===== config.mk =====
export PLATFORM = sky130hd
export DESIGN_NAME = seq_alu_flat
export DESIGN_NICKNAME = d
export VERILOG_FILES = /design/src/rtl/alu_pkg.sv /design/src/rtl/seq_alu_if.sv /design/src/rtl/mul_iter.sv /design/src/rtl/seq_alu.sv /design/src/flat_wrapper.sv
export SDC_FILE = /design/constraint.sdc
export NUM_CORES = 1
export LEC_CHECK = 0
export ABC_CLOCK_PERIOD_IN_PS = 7600
export BUFFER_PORTS_ARGS = -buffer_cell sky130_fd_sc_hd__buf_2
export CELL_PAD_IN_SITES_DETAIL_PLACEMENT = 1
export CELL_PAD_IN_SITES_GLOBAL_PLACEMENT = 1
export CORE_MARGIN = 2
export CORE_UTILIZATION = 50
export DETAILED_ROUTE_END_ITERATION = 6
export PLACE_DENSITY = 0.95
export SETUP_SLACK_MARGIN = 0.4
export SLEW_MARGIN = 20
export SYNTH_ARGS = -nofsm -noshare
export SYNTH_HDL_FRONTEND = slang
export SYNTH_SLANG_ARGS = --single-unit

===== constraint.sdc =====
create_clock -name clk -period 7.6 [get_ports clk]
set_input_delay 1.52 -clock clk [delete_from_list [all_inputs] [get_ports clk]]
set_output_delay 1.52 -clock clk [all_outputs]
set_load 0.03 [all_outputs]

===== src/rtl/alu_pkg.sv =====
// alu_pkg -- shared definitions for the sequential ALU.
// Holds the 4-bit alucontrol operation codes (also used by the ALU control
// decoder) and the controller state type used by seq_alu.
// No ports: package only.
package alu_pkg;

   localparam logic [3:0] ALU_AND = 4'b0000;
   localparam logic [3:0] ALU_OR  = 4'b0001;
   localparam logic [3:0] ALU_ADD = 4'b0010;
   localparam logic [3:0] ALU_SLL = 4'b0011;
   localparam logic [3:0] ALU_SUB = 4'b0110;
   localparam logic [3:0] ALU_SLT = 4'b0111;
   localparam logic [3:0] ALU_NOR = 4'b1100;
   localparam logic [3:0] ALU_MUL = 4'b1111;

   typedef enum logic [1:0] {
      ST_IDLE = 2'b00,
      ST_MUL  = 2'b01,
      ST_FIN  = 2'b10
   } state_t;

endpackage


===== src/rtl/seq_alu_if.sv =====
// seq_alu_if -- request/response bundle of the sequential ALU.
// Requester side: start, alucontrol, sign, a, b, shamt.
// Responder side: result, zero, busy, done, illegal.
// modport master : the requester (drives operands, observes results).
// modport slave  : the ALU itself.
interface seq_alu_if #(
   parameter int WIDTH = 32
) ();

   logic             start;
   logic [3:0]       alucontrol;
   logic             sign;
   logic [WIDTH-1:0] a;
   logic [WIDTH-1:0] b;
   logic [4:0]       shamt;
   logic [WIDTH-1:0] result;
   logic             zero;
   logic             busy;
   logic             done;
   logic             illegal;

   modport master (
      output start, alucontrol, sign, a, b, shamt,
      input  result, zero, busy, done, illegal
   );

   modport slave (
      input  start, alucontrol, sign, a, b, shamt,
      output result, zero, busy, done, illegal
   );

endinterface


===== src/rtl/mul_iter.sv =====
// mul_iter -- iterative shift-add multiplier, one partial product per cycle.
// Ports:
//   clk, reset : clock and synchronous active-high reset (aborts a run)
//   load       : capture a, b, sign and begin a new run
//   a, b, sign : operands; sign=1 treats them as two's complement
//   busy       : high while iterations remain
//   fin        : high in the cycle whose closing edge performs the last step
//   product    : low WIDTH bits of the product (valid once busy has dropped)
// Signed operands are reduced to magnitudes at load; the sign of the result is
// reapplied on the output, which gives the same low WIDTH bits as a true
// two's-complement multiply.
module mul_iter #(
   parameter int WIDTH      = 32,
   parameter int MUL_CYCLES = 32
) (
   input  logic             clk,
   input  logic             reset,
   input  logic             load,
   input  logic [WIDTH-1:0] a,
   input  logic [WIDTH-1:0] b,
   input  logic             sign,
   output logic             busy,
   output logic             fin,
   output logic [WIDTH-1:0] product
);

   localparam int CW = $clog2(MUL_CYCLES + 1);

   logic [WIDTH-1:0] mcand_r;
   logic [WIDTH-1:0] mplier_r;
   logic [WIDTH-1:0] acc_r;
   logic             neg_r;
   logic             busy_r;
   logic [CW-1:0]    count_r;
   logic             last_s;

   // Absolute value when the operand is signed and negative.
   function automatic logic [WIDTH-1:0] magnitude(input logic [WIDTH-1:0] v,
                                                  input logic s);
      magnitude = (s && v[WIDTH-1]) ? ({WIDTH{1'b0}} - v) : v;
   endfunction

   assign last_s  = busy_r && (count_r == CW'(MUL_CYCLES - 1));
   assign busy    = busy_r;
   assign fin     = last_s;
   assign product = neg_r ? ({WIDTH{1'b0}} - acc_r) : acc_r;

   // Operand capture and one shift-add step per cycle while busy.
   always_ff @(posedge clk) begin
      if (reset) begin
         mcand_r  <= {WIDTH{1'b0}};
         mplier_r <= {WIDTH{1'b0}};
         acc_r    <= {WIDTH{1'b0}};
         neg_r    <= 1'b0;
         busy_r   <= 1'b0;
         count_r  <= {CW{1'b0}};
      end else if (load) begin
         mcand_r  <= magnitude(a, sign);
         mplier_r <= magnitude(b, sign);
         acc_r    <= {WIDTH{1'b0}};
         neg_r    <= sign & (a[WIDTH-1] ^ b[WIDTH-1]);
         busy_r   <= 1'b1;
         count_r  <= {CW{1'b0}};
      end else if (busy_r) begin
         if (mplier_r[0]) begin
            acc_r <= acc_r + mcand_r;
         end else begin
            acc_r <= acc_r;
         end
         mcand_r  <= mcand_r << 1;
         mplier_r <= mplier_r >> 1;
         count_r  <= count_r + CW'(1);
         busy_r   <= ~last_s;
      end else begin
         busy_r <= 1'b0;
      end
   end

endmodule


===== src/rtl/seq_alu.sv =====
// seq_alu -- sequential ALU: single-cycle logic/arith ops plus an iterative
// multiply handled by mul_iter.
// Ports:
//   clk   : clock, all state changes on the rising edge
//   reset : synchronous active-high reset; aborts a multiply without done
//   bus   : seq_alu_if slave (start/alucontrol/sign/a/b/shamt in,
//           result/zero/busy/done/illegal out)
// Non-multiply ops complete one cycle after start. A multiply runs for
// MUL_CYCLES steps, passes through FIN and reports on the following edge.
// start is only looked at in IDLE, so requests during a multiply are dropped.
// MUL_CYCLES must equal WIDTH.
module seq_alu
   import alu_pkg::*;
#(
   parameter int WIDTH      = 32,
   parameter int MUL_CYCLES = 32
) (
   input  logic       clk,
   input  logic       reset,
   seq_alu_if.slave   bus
);

   state_t           state_r;
   state_t           next_state_s;
   logic [WIDTH-1:0] alu_res_s;
   logic             legal_s;
   logic             lt_s;
   logic             mul_load_s;
   logic             upd_s;
   logic             ill_s;
   logic [WIDTH-1:0] nxt_result_s;
   logic             mul_busy_s;
   logic             mul_fin_s;
   logic [WIDTH-1:0] mul_prod_s;
   logic [WIDTH-1:0] result_r;
   logic             zero_r;
   logic             done_r;
   logic             illegal_r;

   mul_iter #(
      .WIDTH      (WIDTH),
      .MUL_CYCLES (MUL_CYCLES)
   ) u_mul (
      .clk     (clk),
      .reset   (reset),
      .load    (mul_load_s),
      .a       (bus.a),
      .b       (bus.b),
      .sign    (bus.sign),
      .busy    (mul_busy_s),
      .fin     (mul_fin_s),
      .product (mul_prod_s)
   );

   // Single-cycle datapath; unknown codes yield zero and clear legal_s.
   always_comb begin
      alu_res_s = {WIDTH{1'b0}};
      legal_s   = 1'b1;
      if (bus.sign) begin
         lt_s = $signed(bus.a) < $signed(bus.b);
      end else begin
         lt_s = bus.a < bus.b;
      end
      case (bus.alucontrol)
         ALU_AND: alu_res_s = bus.a & bus.b;
         ALU_OR:  alu_res_s = bus.a | bus.b;
         ALU_ADD: alu_res_s = bus.a + bus.b;
         ALU_SLL: alu_res_s = bus.b << bus.shamt;
         ALU_SUB: alu_res_s = bus.a - bus.b;
         ALU_SLT: alu_res_s = {{(WIDTH-1){1'b0}}, lt_s};
         ALU_NOR: alu_res_s = ~(bus.a | bus.b);
         ALU_MUL: alu_res_s = {WIDTH{1'b0}};
         default: legal_s   = 1'b0;
      endcase
   end

   // Next state, multiplier load and the value to register on completion.
   always_comb begin
      next_state_s = state_r;
      mul_load_s   = 1'b0;
      upd_s        = 1'b0;
      ill_s        = 1'b0;
      nxt_result_s = {WIDTH{1'b0}};
      case (state_r)
         ST_IDLE: begin
            if (bus.start && (bus.alucontrol == ALU_MUL)) begin
               next_state_s = ST_MUL;
               mul_load_s   = 1'b1;
            end else if (bus.start) begin
               upd_s        = 1'b1;
               ill_s        = ~legal_s;
               nxt_result_s = alu_res_s;
            end else begin
               next_state_s = ST_IDLE;
            end
         end
         ST_MUL: begin
            if (mul_fin_s) begin
               next_state_s = ST_FIN;
            end else begin
               next_state_s = ST_MUL;
            end
         end
         ST_FIN: begin
            next_state_s = ST_IDLE;
            upd_s        = 1'b1;
            nxt_result_s = mul_prod_s;
         end
         default: begin
            next_state_s = ST_IDLE;
         end
      endcase
   end

   // State and output registers; result/zero hold between done pulses.
   always_ff @(posedge clk) begin
      if (reset) begin
         state_r   <= ST_IDLE;
         result_r  <= {WIDTH{1'b0}};
         zero_r    <= 1'b1;
         done_r    <= 1'b0;
         illegal_r <= 1'b0;
      end else begin
         state_r   <= next_state_s;
         done_r    <= upd_s;
         illegal_r <= upd_s & ill_s;
         if (upd_s) begin
            result_r <= nxt_result_s;
            zero_r   <= (nxt_result_s == {WIDTH{1'b0}});
         end else begin
            result_r <= result_r;
            zero_r   <= zero_r;
         end
      end
   end

   assign bus.result  = result_r;
   assign bus.zero    = zero_r;
   assign bus.busy    = mul_busy_s;
   assign bus.done    = done_r;
   assign bus.illegal = illegal_r;

endmodule


===== src/flat_wrapper.sv =====
// flat-port wrapper written by rule: the top's interface ports become plain ports
module seq_alu_flat import alu_pkg::*;
#(
   parameter int WIDTH      = 32,
   parameter int MUL_CYCLES = 32
)
  (clk, reset, bus_start, bus_alucontrol, bus_sign, bus_a, bus_b, bus_shamt, bus_result, bus_zero, bus_busy, bus_done, bus_illegal);
  seq_alu_if #(.WIDTH(WIDTH)) bus_i ();
  input  logic clk;
  input  logic reset;
  input wire logic [$bits(bus_i.start)-1:0] bus_start;
  input wire logic [$bits(bus_i.alucontrol)-1:0] bus_alucontrol;
  input wire logic [$bits(bus_i.sign)-1:0] bus_sign;
  input wire logic [$bits(bus_i.a)-1:0] bus_a;
  input wire logic [$bits(bus_i.b)-1:0] bus_b;
  input wire logic [$bits(bus_i.shamt)-1:0] bus_shamt;
  output wire logic [$bits(bus_i.result)-1:0] bus_result;
  output wire logic [$bits(bus_i.zero)-1:0] bus_zero;
  output wire logic [$bits(bus_i.busy)-1:0] bus_busy;
  output wire logic [$bits(bus_i.done)-1:0] bus_done;
  output wire logic [$bits(bus_i.illegal)-1:0] bus_illegal;
  assign bus_i.start = bus_start;
  assign bus_i.alucontrol = bus_alucontrol;
  assign bus_i.sign = bus_sign;
  assign bus_i.a = bus_a;
  assign bus_i.b = bus_b;
  assign bus_i.shamt = bus_shamt;
  assign bus_result = bus_i.result;
  assign bus_zero = bus_i.zero;
  assign bus_busy = bus_i.busy;
  assign bus_done = bus_i.done;
  assign bus_illegal = bus_i.illegal;
  seq_alu #(.WIDTH(WIDTH), .MUL_CYCLES(MUL_CYCLES)) u_core (.clk(clk), .reset(reset), .bus(bus_i));
endmodule

[After elaboration in Yosys (flattened, before gate mapping)]
Index checks and enable logic that the tools add are counted.
Widths: inputs -> output; s select.
Storage, ports and cells
  bits in writable memories: 0
  flip-flop bits (word level): 141
  memories: 0
  word-level logic and storage cells: 78
  bits in latches: 0
  ROM bits: 0
  output and inout bits: 36
Operators by class
  divide/modulo/power cells: 0
  multiply operators: 0
  multiplexer cells: 27
  shifts and indexed selects: 1
  bitwise operators: 8
  order comparisons: 2
  eq/ne operators: 11
  reduce and logical (&&, ||, !) cells: 11
  add/sub/neg operators: 7
Operators with widths (number)
  $mux 32: 9
  $pmux 32 s7: 1
  $sub 1x32->32 const A: 3
  $add 32x32->32: 2
  $lt 32x32->1: 2
  $pmux 32 s2: 1
  $and 32x32->32: 1
  $logic_not 32->1: 1
  $not 32->32: 1
  $or 32x32->32: 1
  $shl 32x5->32: 1
  $sub 32x32->32: 1
  $mux 1: 11
  $eq 4x2->1 const B: 2
  $eq 4x3->1 const B: 2
  $eq 4x4->1 const B: 2
  $reduce_or 8->1: 1
  $add 6x1->6 const B: 1
  $eq 6x5->1 const B: 1
  $mux 2: 3
  $eq 4x1->1 const B: 1
  $logic_and 1x1->1: 4
  $logic_not 4->1: 1
  $pmux 2 s2: 1
  other kinds (11): 13

[Longest topological paths before layout]
Gate-level depths: netlist of the first run.
  depth in word-level cells: 8
  depth in mapped cells: 16
  depth with buffers taken out: 16

[By module]
A second synthesis of the first run with hierarchy kept.
Unflattened totals
  cells, all modules: 2338
  area total of the unflattened synthesis: 17476.8 µm²
Modules (own cells, without submodules)
  seq_alu: area each 9710.6 µm², cells each 1351, times used 1
  mul_iter: area each 7766.2 µm², cells each 987, times used 1

[Worst setup path after synthesis of the first run]
Ideal clock, no wire load.
  kind: input to register
  start: input port bus_b[4]
  end: register u_core.zero_r (netlist: u_core.bus.zero)
  setup time: 0.087 ns
  slack: 1.951 ns
  path buffers: 2
  data required time: 7.513 ns
  arrival time: 5.562 ns
  stages on the path: 15
  path through: clkbuf_1 > inv_1 > ha_1 > buf_2 > a21o_1 > a221oi_2 > a21oi_1 > a221o_1 > a21oi_1 > or4b_2 > a2111oi_2 > nand3_1 > or4_1 > or4_1 > o31ai_1
Between the ends
  cells in the longest elaborated chain, start to end: 7
  elaborated cells between the ends (all ways): 14
  those cells by class: add/sub (2); order compare (2); shift (1); mux (5); bitwise (3); reduce/logical (1)
RTL lines
  start: declaration: line flat_wrapper.sv:15  | input wire logic [$bits(bus_i.b)-1:0] bus_b;
  $lt 32x32->1 (tied with other cells): line seq_alu.sv:62  | lt_s = bus.a < bus.b;
  $mux 1 / $not 32->32 (equally long branches): line seq_alu.sv:59, seq_alu.sv:71
  $pmux 32 s7 *: line seq_alu.sv:64  | case (bus.alucontrol)
  $mux 32 *: line seq_alu.sv:89  | end else if (bus.start) begin
  $mux 32 *: line seq_alu.sv:86  | if (bus.start && (bus.alucontrol == ALU_MUL)) begin
  $pmux 32 s2 *: line seq_alu.sv:84  | case (state_r)
  $logic_not 32->1 *: line seq_alu.sv:129  | zero_r <= (nxt_result_s == {WIDTH{1'b0}});
  end signal: assignment: line seq_alu.sv:129
  end signal: assignment: line seq_alu.sv:132  | zero_r <= zero_r;
  end: declaration: line seq_alu.sv:36  | logic zero_r;
Every way passes the cells marked *; elsewhere a longest branch is shown, timed or not.
A chain may end at the register's enable or synchronous reset.

[Worst setup path in the final report of the first run]
  start: input port bus_b[0]
  end: register u_core.zero_r (netlist: u_core.bus.zero)
Same word-level chain as after synthesis.

==> metrics.md, run 1 <==
| Metric | Value |
|---|---|
| Fin nets | `2,421` |
| Hold Worst Slack | `465 ps` |
| Initial antenna violation count | `1` |
| DR WL/cell | `28.0 um` |
| Worst ir drop on vdd | `175 uV` |
| Endpoints failing setup | `0` |
| Largest net degree at the start of global routing | `80` |
| Port buffer count | `112` |
| Clk slew on worst S/H paths | `70 ps` |
| Layout cells sized above 1 | `10.6%` |
| Number of max-cap violations | `0` |
| Max clock buf depth | `2` |
| Outcome | `finished with violations` |
| Worst EP required | `7980 ps` |
| Post-Synthesis Net Count | `2,416` |
| CP peak stage delay | `680 ps` |
| Share of flip-flops with an asynchronous set or reset | `0%` |
| Crit path max fanout | `8` |
| #FFs+latches synth | `141` |
| Vias in the first global route | `18.6k` |
| Residual DRC | `2` |
| RSZ-0062 raised after global routing | `false` |
| Hold buffers post-CTS | `0` |
| Worst-Margin Slew | `1000 ps` |
| Slowest CP cell | `or4b_2` |
| Root Buffer | `clkbuf_16` |
| Setup_tns | `0 ps` |
| Final min period | `5800 ps` |
| CTS tree | `yes` |
| Std-Cell Rows | `66` |
| CP top delay family | `compound AO/OA/AOI/OAI gates` |
| Commonest non-fill, non-tap cell in the layout | `nor2_1` |
| TritonCTS Buffers | `17` |
| Placed cell area | `17,100 um2` |
| Starting Density | `50.4%` |
| Post-CTS sizing | `0` |
| Syn avg cell area | `7.42 um2` |
| ANT nets after route | `0` |
| Clock Sinks | `141` |
| GRT Residual Overflow | `0` |
| Commonest non-fill, non-tap cells in the layout | `241 x nor2_1, 176 x nand2_1, 163 x a21oi_1, 140 x dfxtp_1, 135 x ha_1` |
| Post-synthesis sequential area ratio | `17.3%` |
| Synth cell types | `79` |
| Fmax | `0.172 GHz` |
| Number of flops mapped to enable cells by yosys | `0` |
| First-pass GRT wire length | `112,000 um` |
| DP HPWL | `57,200 um` |
| Synthesized instance count | `2,201` |
| Finished Cell Area | `17,700 um2` |
| Pre-antenna DRT Iters | `7` |
| Worst EP arrival | `6180 ps` |
| Total setup buffers inserted after CTS | `0` |
| Worst-Skew Late Latency | `460 ps` |
| Crit path buffers/inverters | `1` |
| H-Tree Depth | `4` |
| Area contributors post-synth | `dfxtp_1 17%, ha_1 10%, mux2i_1 6.2%` |
| Failing checks | `design-rule violations` |
| Yosys warnings | `0` |
| Core ar. | `32,400 um2` |
| Gp weighted congestion | `1.05` |
| Yosys top cell by area | `dfxtp_1` |
| Pwr dens | `143 nW/um2` |
| Layout area overhead | `8.22%` |
| Cell Chain, Critical Path | `buf_2 > ha_1 > fa_1 > a21o_1 > a221oi_2 > a21oi_1 > a221o_1 > a21oi_1 > or4b_2 > a2111oi_2 > nand3_1 > or4_1 > or4_1 > o31ai_1` |
| Top cell type's share of synthesized area | `17.3%` |
| Tot GR Track Use | `43.4%` |
| DR iter-0 viols | `2,070` |
| Fin util | `54.6%` |
| Die height | `185 um` |
| Clock Skew | `11.9 ps` |
| Worst Setup Start Kind | `input port` |
| Max-slew headroom | `32.3%` |
| Fin. Hold Viols | `0` |
| I/O pins | `113` |
| DIE AREA | `34,100 um2` |
| DRT Wirelength | `74,400 um` |
| Mapped cell area | `16,300 um2` |
| Max-slew violations | `0` |
| CP Class | `in -> reg` |
| Vias | `18.5k` |
| Post-route clock period utilization | `76.3%` |
| P_leak | `7.03 nW` |
| Crit path capture type | `flip-flop` |
| Min-Delay Path Class | `reg -> reg` |
| Most used DFF post-synth | `dfxtp_1` |
| Via/cell ratio | `6.96` |
| Die W | `185 um` |
==> metal layers <==
layer,vias to the layer above,wire length (um),global-route usage [%]
met1,9078,29400,54.0
li1,8137,-,-
met2,1029,33100,69.3
met5,-,0,0
met4,0,4610,24.6
met3,278,7300,9.78
==> state kept, by name, indices dropped and copies added (netlist names) <==
name,flops
u_core.u_mul.mplier_r,32
u_core.bus.result,32
u_core.u_mul.neg_r,1
u_core.u_mul.count_r,6
u_core.state_r,2
u_core.u_mul.mcand_r,32
u_core.bus.done,1
u_core.bus.zero,1
u_core.u_mul.acc_r,32
u_core.bus.illegal,1
u_core.u_mul.busy,1
==> final timing paths <==
check / end / startpoint / slack, ps / depth (start not counted)
max: u_core.bus.zero / bus_b[0] / 1800 / 14
min reg2reg: u_core.bus.result[10] / u_core.bus.result[10] / 460 / 2
min: u_core.bus.result[10] / u_core.bus.result[10] / 460 / 2
max reg2reg: u_core.bus.zero / u_core.u_mul.acc_r[0] / 3090 / 14
==> synth_stat cells (30+ instances only) <==
cell	n
a31oi_1	30
nor3_1	57
nand3_1	43
o21ai_0	99
nand2_1	176
xnor2_1	113
o22ai_1	38
inv_1	108
a22oi_1	36
clkbuf_1	123
dfxtp_1	141
a21oi_1	163
nor2_1	243
a21o_1	38
ha_1	135
mux2i_1	101
a211oi_1	95
==> worst register-to-register path, delay by kind of cell, from the launching register on <==
kind	cells	cell delay, ps
AO/OA/AOI/OAI	2	420
AND/OR/NAND/NOR	9	2960
flip-flops	1	430
adder cells (fa/ha/maj)	1	160
XOR/XNOR	1	370
buffers and inverters	1	100
==> kinds of logic (layout without fill, tap and decap cells) <==
family	after synthesis	in the layout	share of synthesized area (%)
AOI/OAI and AO/OA	703	703	29.2
xor gates and xnor gates	139	139	7.46
adders and majority gates	138	138	10.7
buffers and inverters	261	279	6.08
DFF	141	141	17.3
muxes	137	137	9.92
other	0	1	0
and+or+nand+nor	682	682	19.4
==> stage by stage <==
stage	total power, mW	setup WS (ps)	instances
floorplan	1.32	1950	2201
global placement	1.59	1550	2629
detailed placement	1.61	1450	2629
CTS	2.49	1880	2661
global route	2.60	1530	2661
finish	2.52	1800	2662
==> area by class of cell <==
type	instances	area (um2)
inverters	109	409
repair buffers	138	758
well taps	442	553
diodes	1	2.50
clock inverters	12	135
clock buffers	20	447
multi-input cells	1799	12500
fillers	4145	14700
flip-flops and latches	141	2830
==> report_power, final <==
part | leakage (nW) | total [mW] | switching, mW | internal (mW)
combinational | 5.61 | 0.858 | 0.581 | 0.278
clock | 0.279 | 0.890 | 0.395 | 0.495
sequential | 1.14 | 0.776 | 0.0178 | 0.758
total | 7.03 | 2.52 | 0.993 | 1.53
Note: power is estimated with default switching activity, not from simulation.
==> run 2: changes to the inputs <==
--- a/config.mk
+++ b/config.mk
@@ -5,14 +5,14 @@
 export SDC_FILE = /design/constraint.sdc
 export NUM_CORES = 1
 export LEC_CHECK = 0
-export ABC_CLOCK_PERIOD_IN_PS = 7600
+export ABC_CLOCK_PERIOD_IN_PS = 5300
 export BUFFER_PORTS_ARGS = -buffer_cell sky130_fd_sc_hd__buf_2
 export CELL_PAD_IN_SITES_DETAIL_PLACEMENT = 1
 export CELL_PAD_IN_SITES_GLOBAL_PLACEMENT = 1
 export CORE_MARGIN = 2
-export CORE_UTILIZATION = 50
+export CORE_UTILIZATION = 42
 export DETAILED_ROUTE_END_ITERATION = 6
-export PLACE_DENSITY = 0.95
+export PLACE_DENSITY = 0.91
 export SETUP_SLACK_MARGIN = 0.4
 export SLEW_MARGIN = 20
 export SYNTH_ARGS = -nofsm -noshare
==> constraint.sdc (replaced) <==
create_clock -name clk -period 5.3 [get_ports clk]
set_input_delay 1.06 -clock clk [delete_from_list [all_inputs] [get_ports clk]]
set_output_delay 1.06 -clock clk [all_outputs]
set_load 0.03 [all_outputs]
==> metrics.md, run 2 (synthesized netlist as in run 1, its figures left out) <==
| Metric | Value |
|---|---|
| Core ar. | `38,500 um2 (was 32,400 um2)` |
| DR WL met2 | `35,200 um (was 33,100 um)` |
| Gp weighted congestion | `1.02 (was 1.05)` |
| Endpoints failing setup | `0 (unchanged)` |
| Outcome | `finished, final reports clean (was finished with violations)` |
| DIE AREA | `40,500 um2 (was 34,100 um2)` |
| Min-Delay Path Class | `reg -> reg (unchanged)` |
| Worst EP arrival | `5150 ps (was 6180 ps)` |
| Crit path capture type | `flip-flop (unchanged)` |
| Pwr dens | `196 nW/um2 (was 143 nW/um2)` |
| Post-route clock period utilization | `89.7%` |
| Commonest non-fill, non-tap cells in the layout | `241 x nor2_1, 176 x nand2_1, 161 x a21oi_1, 157 x buf_4, 140 x dfxtp_1 (was 241 x nor2_1, 176 x nand2_1, 163 x a21oi_1, 140 x dfxtp_1, 135 x ha_1)` |
| Fin. Hold Viols | `0 (unchanged)` |
| Residual DRC | `0 (was 2)` |
| Setup_tns | `0 ps (unchanged)` |
| Layout cells sized above 1 | `15.8% (was 10.6%)` |
| Slowest CP cell | `or4_1 (was or4b_2)` |
| Met3 WL post-DR | `6250 um (was 7300 um)` |
| Top Metal Used | `met4 (unchanged)` |
| CP Class | `in -> reg (unchanged)` |
| ANT nets after route | `0 (unchanged)` |
| Worst Setup Start Kind | `input port (unchanged)` |
| P_leak | `7.66 nW (was 7.03 nW)` |
| Clock Skew | `18.8 ps (was 11.9 ps)` |
| I/O pins | `113 (unchanged)` |
| DP HPWL | `62,400 um (was 57,200 um)` |
| DRT Wirelength | `77,900 um (was 74,400 um)` |
| Max clock buf depth | `2 (unchanged)` |
| DR iter-0 viols | `1,648 (was 2,070)` |
| Port buffer count | `112 (unchanged)` |
| Layout area overhead | `15.0% (was 8.22%)` |
| Worst R2R Path Depth | `12 (was 14)` |
| Pre-antenna DRT Iters | `6 (was 7)` |
| Worst-Skew Late Latency | `490 ps (was 460 ps)` |
| RSZ-0062 raised after global routing | `false (unchanged)` |
| Ant diodes | `0 (was 1)` |
| H-Tree Depth | `4 (unchanged)` |
| Initial antenna violation count | `0 (was 1)` |
| First-pass GRT wire length | `118,000 um (was 112,000 um)` |
| Worst ir drop on vdd | `247 uV (was 175 uV)` |
| # fillers | `4,872 (was 4,145)` |
| TritonCTS Buffers | `17 (unchanged)` |
| GRT Residual Overflow | `0 (unchanged)` |
| Root Buffer | `clkbuf_16 (unchanged)` |
| Final min period | `4750 ps` |
| Finished Cell Area | `18,800 um2 (was 17,700 um2)` |
| Worst EP required | `5700 ps (was 7980 ps)` |
| Vias in the first global route | `19.1k (was 18.6k)` |
| Hold buffers post-CTS | `0 (unchanged)` |
| DR WL/cell | `27.2 um (was 28.0 um)` |
| CTS tree | `yes (unchanged)` |
| Vias | `18.9k (was 18.5k)` |
| Via/cell ratio | `6.58 (was 6.96)` |
| Max-slew headroom | `32.7% (was 32.3%)` |
| Met1 Wirelength | `32,300 um (was 29,400 um)` |
| Worst-Margin Slew | `1010 ps (was 1000 ps)` |
| Std-Cell Rows | `72 (was 66)` |
| Min-Delay Path Depth | `2 (unchanged)` |
| Largest net degree at the start of global routing | `61 (was 80)` |
| Clock Sinks | `141 (unchanged)` |
| Fin nets | `2,552 (was 2,421)` |
| Tot GR Track Use | `38.1% (was 43.4%)` |
| Fmax | `0.210 GHz` |
| Die W | `201 um (was 185 um)` |
| Number of max-cap violations | `0 (unchanged)` |
| Clk slew on worst S/H paths | `70 ps (about the same)` |
| Starting Density | `42.4% (was 50.4%)` |
| CP peak stage delay | `530 ps (was 680 ps)` |
| Max-slew violations | `0 (unchanged)` |
| Commonest non-fill, non-tap cell in the layout | `nor2_1 (unchanged)` |
| Placed cell area | `18,100 um2 (was 17,100 um2)` |
| Cell Chain, Critical Path | `buf_2 > buf_12 > buf_4 > mux2_2 > mux2i_1 > o21ai_0 > o21ai_0 > a21oi_1 > or4b_4 > a2111oi_2 > nand3_1 > or4_1 > or4_1 > o31ai_1 (was buf_2 > ha_1 > fa_1 > a21o_1 > a221oi_2 > a21oi_1 > a221o_1 > a21oi_1 > or4b_2 > a2111oi_2 > nand3_1 > or4_1 > or4_1 > o31ai_1)` |
| Crit path max fanout | `21 (was 8)` |
| Die height | `201 um (was 185 um)` |
[run 2: worst paths after layout]
kind	start	end	slack, ps
setup / recovery	bus_shamt[1]	u_core.bus.zero	550
hold / removal	u_core.bus.result[29]	u_core.bus.result[29]	470
setup reg to reg	u_core.u_mul.acc_r[0]	u_core.bus.zero	870
hold reg to reg	u_core.bus.result[29]	u_core.bus.result[29]	470
[run 2: per-stage QoR]
stage	hold slack [ps]	utilization [%]	instances	setup slack (ps)	power, mW
after floorplan	461	-	2201	459	1.90
after global placement	447	47.2	2832	42.2	2.40
after detailed placement	467	47.2	2832	-29.1	2.43
after CTS	475	48.6	2863	475	3.62
after global routing	493	48.8	2867	395	3.78
final	471	48.8	2867	548	3.68
[run 2: what timing repair did]
action,4_1_cts,5_1_grt
endpoints found under the setup margin,0,1
gates resized for setup,0,11
hold endpoints to repair,0,0
buffers inserted,0,4
[run 2: per-layer routing]
metal / track usage, % / vias to the layer above
met5: 0 / -
met4: 19.0 / 0
met3: 6.03 / 229
met2: 61.8 / 893
met1: 49.1 / 9389
li1: - / 8360
[run 2: worst max-delay path: cells and delay by family]
kind	cells	cell delay, ps
AO/OA/AOI/OAI	5	1600
buffers and inverters	3	650
multiplexers	2	290
AND/OR/NAND/NOR	4	1550
[run 2: cell type report]
type	count	area, um2	area share (%)
sequential	141	2830	15.1
multi-input combinational	1799	12600	67.1
clock inverter	11	86.3	0.460
timing repair buffer	269	1750	9.35
clock buffer	20	447	2.38
inverter	109	409	2.18
tap	518	648	3.45
[run 2: power by group]
| part | switching (mW) | total, mW | internal [mW] |
|---|---|---|---|
| sequential | 0.0249 | 1.11 | 1.09 |
| combinational | 0.875 | 1.36 | 0.487 |
| clock | 0.591 | 1.21 | 0.614 |
==> run 3: changes to the inputs <==
--- a/config.mk
+++ b/config.mk
@@ -6,15 +6,15 @@
 export NUM_CORES = 1
 export LEC_CHECK = 0
 export ABC_CLOCK_PERIOD_IN_PS = 5300
-export BUFFER_PORTS_ARGS = -buffer_cell sky130_fd_sc_hd__buf_2
 export CELL_PAD_IN_SITES_DETAIL_PLACEMENT = 1
 export CELL_PAD_IN_SITES_GLOBAL_PLACEMENT = 1
 export CORE_MARGIN = 2
-export CORE_UTILIZATION = 42
+export CORE_UTILIZATION = 44
 export DETAILED_ROUTE_END_ITERATION = 6
-export PLACE_DENSITY = 0.91
+export DONT_BUFFER_PORTS = 1
+export PLACE_DENSITY = 0.9
 export SETUP_SLACK_MARGIN = 0.4
-export SLEW_MARGIN = 20
+export SLEW_MARGIN = 30
 export SYNTH_ARGS = -nofsm -noshare
 export SYNTH_HDL_FRONTEND = slang
 export SYNTH_SLANG_ARGS = --single-unit
==> metrics.md, run 3 (synthesized netlist as in run 1, its figures left out) <==
| Metric | Value |
|---|---|
| Outcome | `finished, final reports clean (unchanged)` |
| P_leak | `6.79 nW (was 7.66 nW)` |
| Multi-input gate area | `12,600 um2 (about the same)` |
| Hold buffers post-CTS | `0 (unchanged)` |
| Post-route clock period utilization | `90.2% (was 89.7%)` |
| Switch share | `39.1% (was 40.5%)` |
| Via/cell ratio | `6.91 (was 6.58)` |
| ANT nets after route | `0 (unchanged)` |
| Worst EP arrival | `5160 ps (was 5150 ps)` |
| Largest net degree at the start of global routing | `106 (was 61)` |
| Max clock buf depth | `2 (unchanged)` |
| RSZ-0062 raised after global routing | `false (unchanged)` |
| Max-slew headroom | `35.5% (was 32.7%)` |
| Worst ir drop on vdd | `245 uV (was 247 uV)` |
| Clock Skew | `15.6 ps (was 18.8 ps)` |
| Worst reg2reg path startpoint | `u_core.u_mul.acc_r[4] (was u_core.u_mul.acc_r[0])` |
| DRT Wirelength | `76,100 um (was 77,900 um)` |
| FF/Latch Area | `2830 um2 (unchanged)` |
| Setup_tns | `0 ps (unchanged)` |
| DR WL/cell | `29.0 um (was 27.2 um)` |
| Clock Sinks | `141 (unchanged)` |
| Fin util | `48.0% (was 48.8%)` |
| Worst Setup Start Kind | `input port (unchanged)` |
| Initial antenna violation count | `1 (was 0)` |
| CTS tree | `yes (unchanged)` |
| Endpoints failing setup | `0 (unchanged)` |
| Sequential power share | `32.7% (was 30.2%)` |
| Hold path start | `u_core.u_mul.mplier_r[31] (was u_core.bus.result[29])` |
| Layout area overhead | `7.67% (was 15.0%)` |
| Max-slew violations | `0 (unchanged)` |
| Worst setup path start | `bus_b[0] (was bus_shamt[1])` |
| Worst-Skew Late Latency | `480 ps (was 490 ps)` |
| Worst R2R Path Depth | `12 (unchanged)` |
| Std-Cell Rows | `70 (was 72)` |
| I/O pins | `113 (unchanged)` |
| # fillers | `4,561 (was 4,872)` |
| Comb pwr share | `31.5% (was 37.0%)` |
| Fmax | `0.209 GHz (was 0.210 GHz)` |
| Core ar. | `36,600 um2 (was 38,500 um2)` |
| Gp weighted congestion | `1.07 (was 1.02)` |
| First-pass GRT wire length | `114,000 um (was 118,000 um)` |
| Vias in the first global route | `18.3k (was 19.1k)` |
| DR iter-0 viols | `1,837 (was 1,648)` |
| Fin. Hold Viols | `0 (unchanged)` |
| DIE AREA | `38,700 um2 (was 40,500 um2)` |
| Die W | `197 um (was 201 um)` |
| TritonCTS Buffers | `17 (unchanged)` |
| CP Class | `in -> reg (unchanged)` |
| Final min period | `4780 ps (was 4750 ps)` |
| Pre-antenna DRT Iters | `5 (was 6)` |
| Root Buffer | `clkbuf_16 (unchanged)` |
| GRT Residual Overflow | `0 (unchanged)` |
| Crit path max fanout | `8 (was 21)` |
| NetSw | `1.37 mW (was 1.49 mW)` |
| Total setup buffers inserted after CTS | `0 (unchanged)` |
| Ant diodes | `0 (unchanged)` |
| Pwr dens | `200 nW/um2 (was 196 nW/um2)` |
| Vias | `18.1k (was 18.9k)` |
| Port buffer count | `0 (was 112)` |
| Layout cells sized above 1 | `8.35% (was 15.8%)` |
| Hold Worst Slack | `498 ps (was 471 ps)` |
| H-Tree Depth | `4 (unchanged)` |
| Int Power | `2.14 mW (was 2.19 mW)` |
| Crit path capture type | `flip-flop (unchanged)` |
| Worst EP required | `5680 ps (was 5700 ps)` |
| Min-Delay Path Class | `reg -> reg (unchanged)` |
| Worst-Margin Slew | `965 ps (was 1010 ps)` |
| Die height | `197 um (was 201 um)` |
| Residual DRC | `0 (unchanged)` |
| Number of max-cap violations | `0 (unchanged)` |
| Starting Density | `44.6% (was 42.4%)` |
| Min-Delay Path Depth | `2 (unchanged)` |
| DP HPWL | `58,500 um (was 62,400 um)` |
| Clock power share | `35.8% (was 32.8%)` |
| Commonest non-fill, non-tap cells in the layout | `241 x nor2_1, 176 x nand2_1, 162 x a21oi_1, 140 x dfxtp_1, 135 x ha_1 (was 241 x nor2_1, 176 x nand2_1, 161 x a21oi_1, 157 x buf_4, 140 x dfxtp_1)` |
| Commonest non-fill, non-tap cell in the layout | `nor2_1 (unchanged)` |
| Fin nets | `2,357 (was 2,552)` |
| Tot GR Track Use | `38.7% (was 38.1%)` |
| Clk slew on worst S/H paths | `70 ps (about the same)` |
## run 3: cell count changes in the layout (fill, tap and decap cells not counted), moves of 2 or more
cell and delta:
o21ai_1 +2, clkbuf_1 -2, o21ai_0 -2, buf_2 -111, inv_8 +2, buf_4 -84
## run 3: layout make-up
| cell class | count | area share (%) |
|---|---|---|
| inverter | 109 | 2.33 |
| clock buffer | 18 | 2.56 |
| timing repair buffer | 74 | 3.23 |
| multi-input combinational | 1799 | 71.7 |
| clock inverter | 14 | 0.726 |
| tap | 468 | 3.33 |
| sequential | 141 | 16.1 |
## run 3: worst paths after layout
path / end / slack [ps]
worst max-delay path: u_core.bus.zero / 520
worst min-delay path: u_core.u_mul.mplier_r[31] / 500
worst max register to register: u_core.bus.zero / 840
worst min register to register: u_core.u_mul.mplier_r[31] / 500
## run 3: stage by stage
stage / cell area, um2 / setup WS (ps) / std cells / power [mW]
6_report: 17600 / 522 / 2623 / 3.52
5_1_grt: 17600 / 388 / 2623 / 3.61
4_1_cts: 17500 / 478 / 2623 / 3.46
3_5_place_dp: 16900 / 10.1 / 2591 / 2.22
3_3_place_gp: 16900 / 140 / 2591 / 2.20
2_1_floorplan: 16300 / 459 / 2201 / 1.90
## run 3: repair_timing
action | in CTS | in global routing
setup endpoints to repair | 0 | 1
endpoints found under the hold margin | 0 | 0
gates resized for setup | 0 | 10
## run 3: power by group through the flow
stage / logic [mW] / registers, mW / clock network (mW)
2_1_floorplan: 0.740 / 1.16 / 0
3_3_place_gp: 1.03 / 1.17 / 0
3_5_place_dp: 1.04 / 1.17 / 0
4_1_cts: 1.05 / 1.15 / 1.26
5_1_grt: 1.16 / 1.15 / 1.30
6_report: 1.11 / 1.15 / 1.26
## run 3: routing by layer
metal / track usage, % / routed length (um)
met2: 62.8 / 34400
met3: 7.51 / 6220
met1: 49.1 / 31200
met5: 0 / 13
met4: 19.6 / 4230
## run 3: critical path, cell delays in order
cell	delay [ps]
ha_1	220
fa_1	410
a21o_1	240
a221oi_4	330
a21oi_2	100
a221o_1	300
a21oi_1	240
or4b_4	540
a2111oi_4	380
nand3_1	130
or4_1	420
or4_1	520
o31ai_1	270
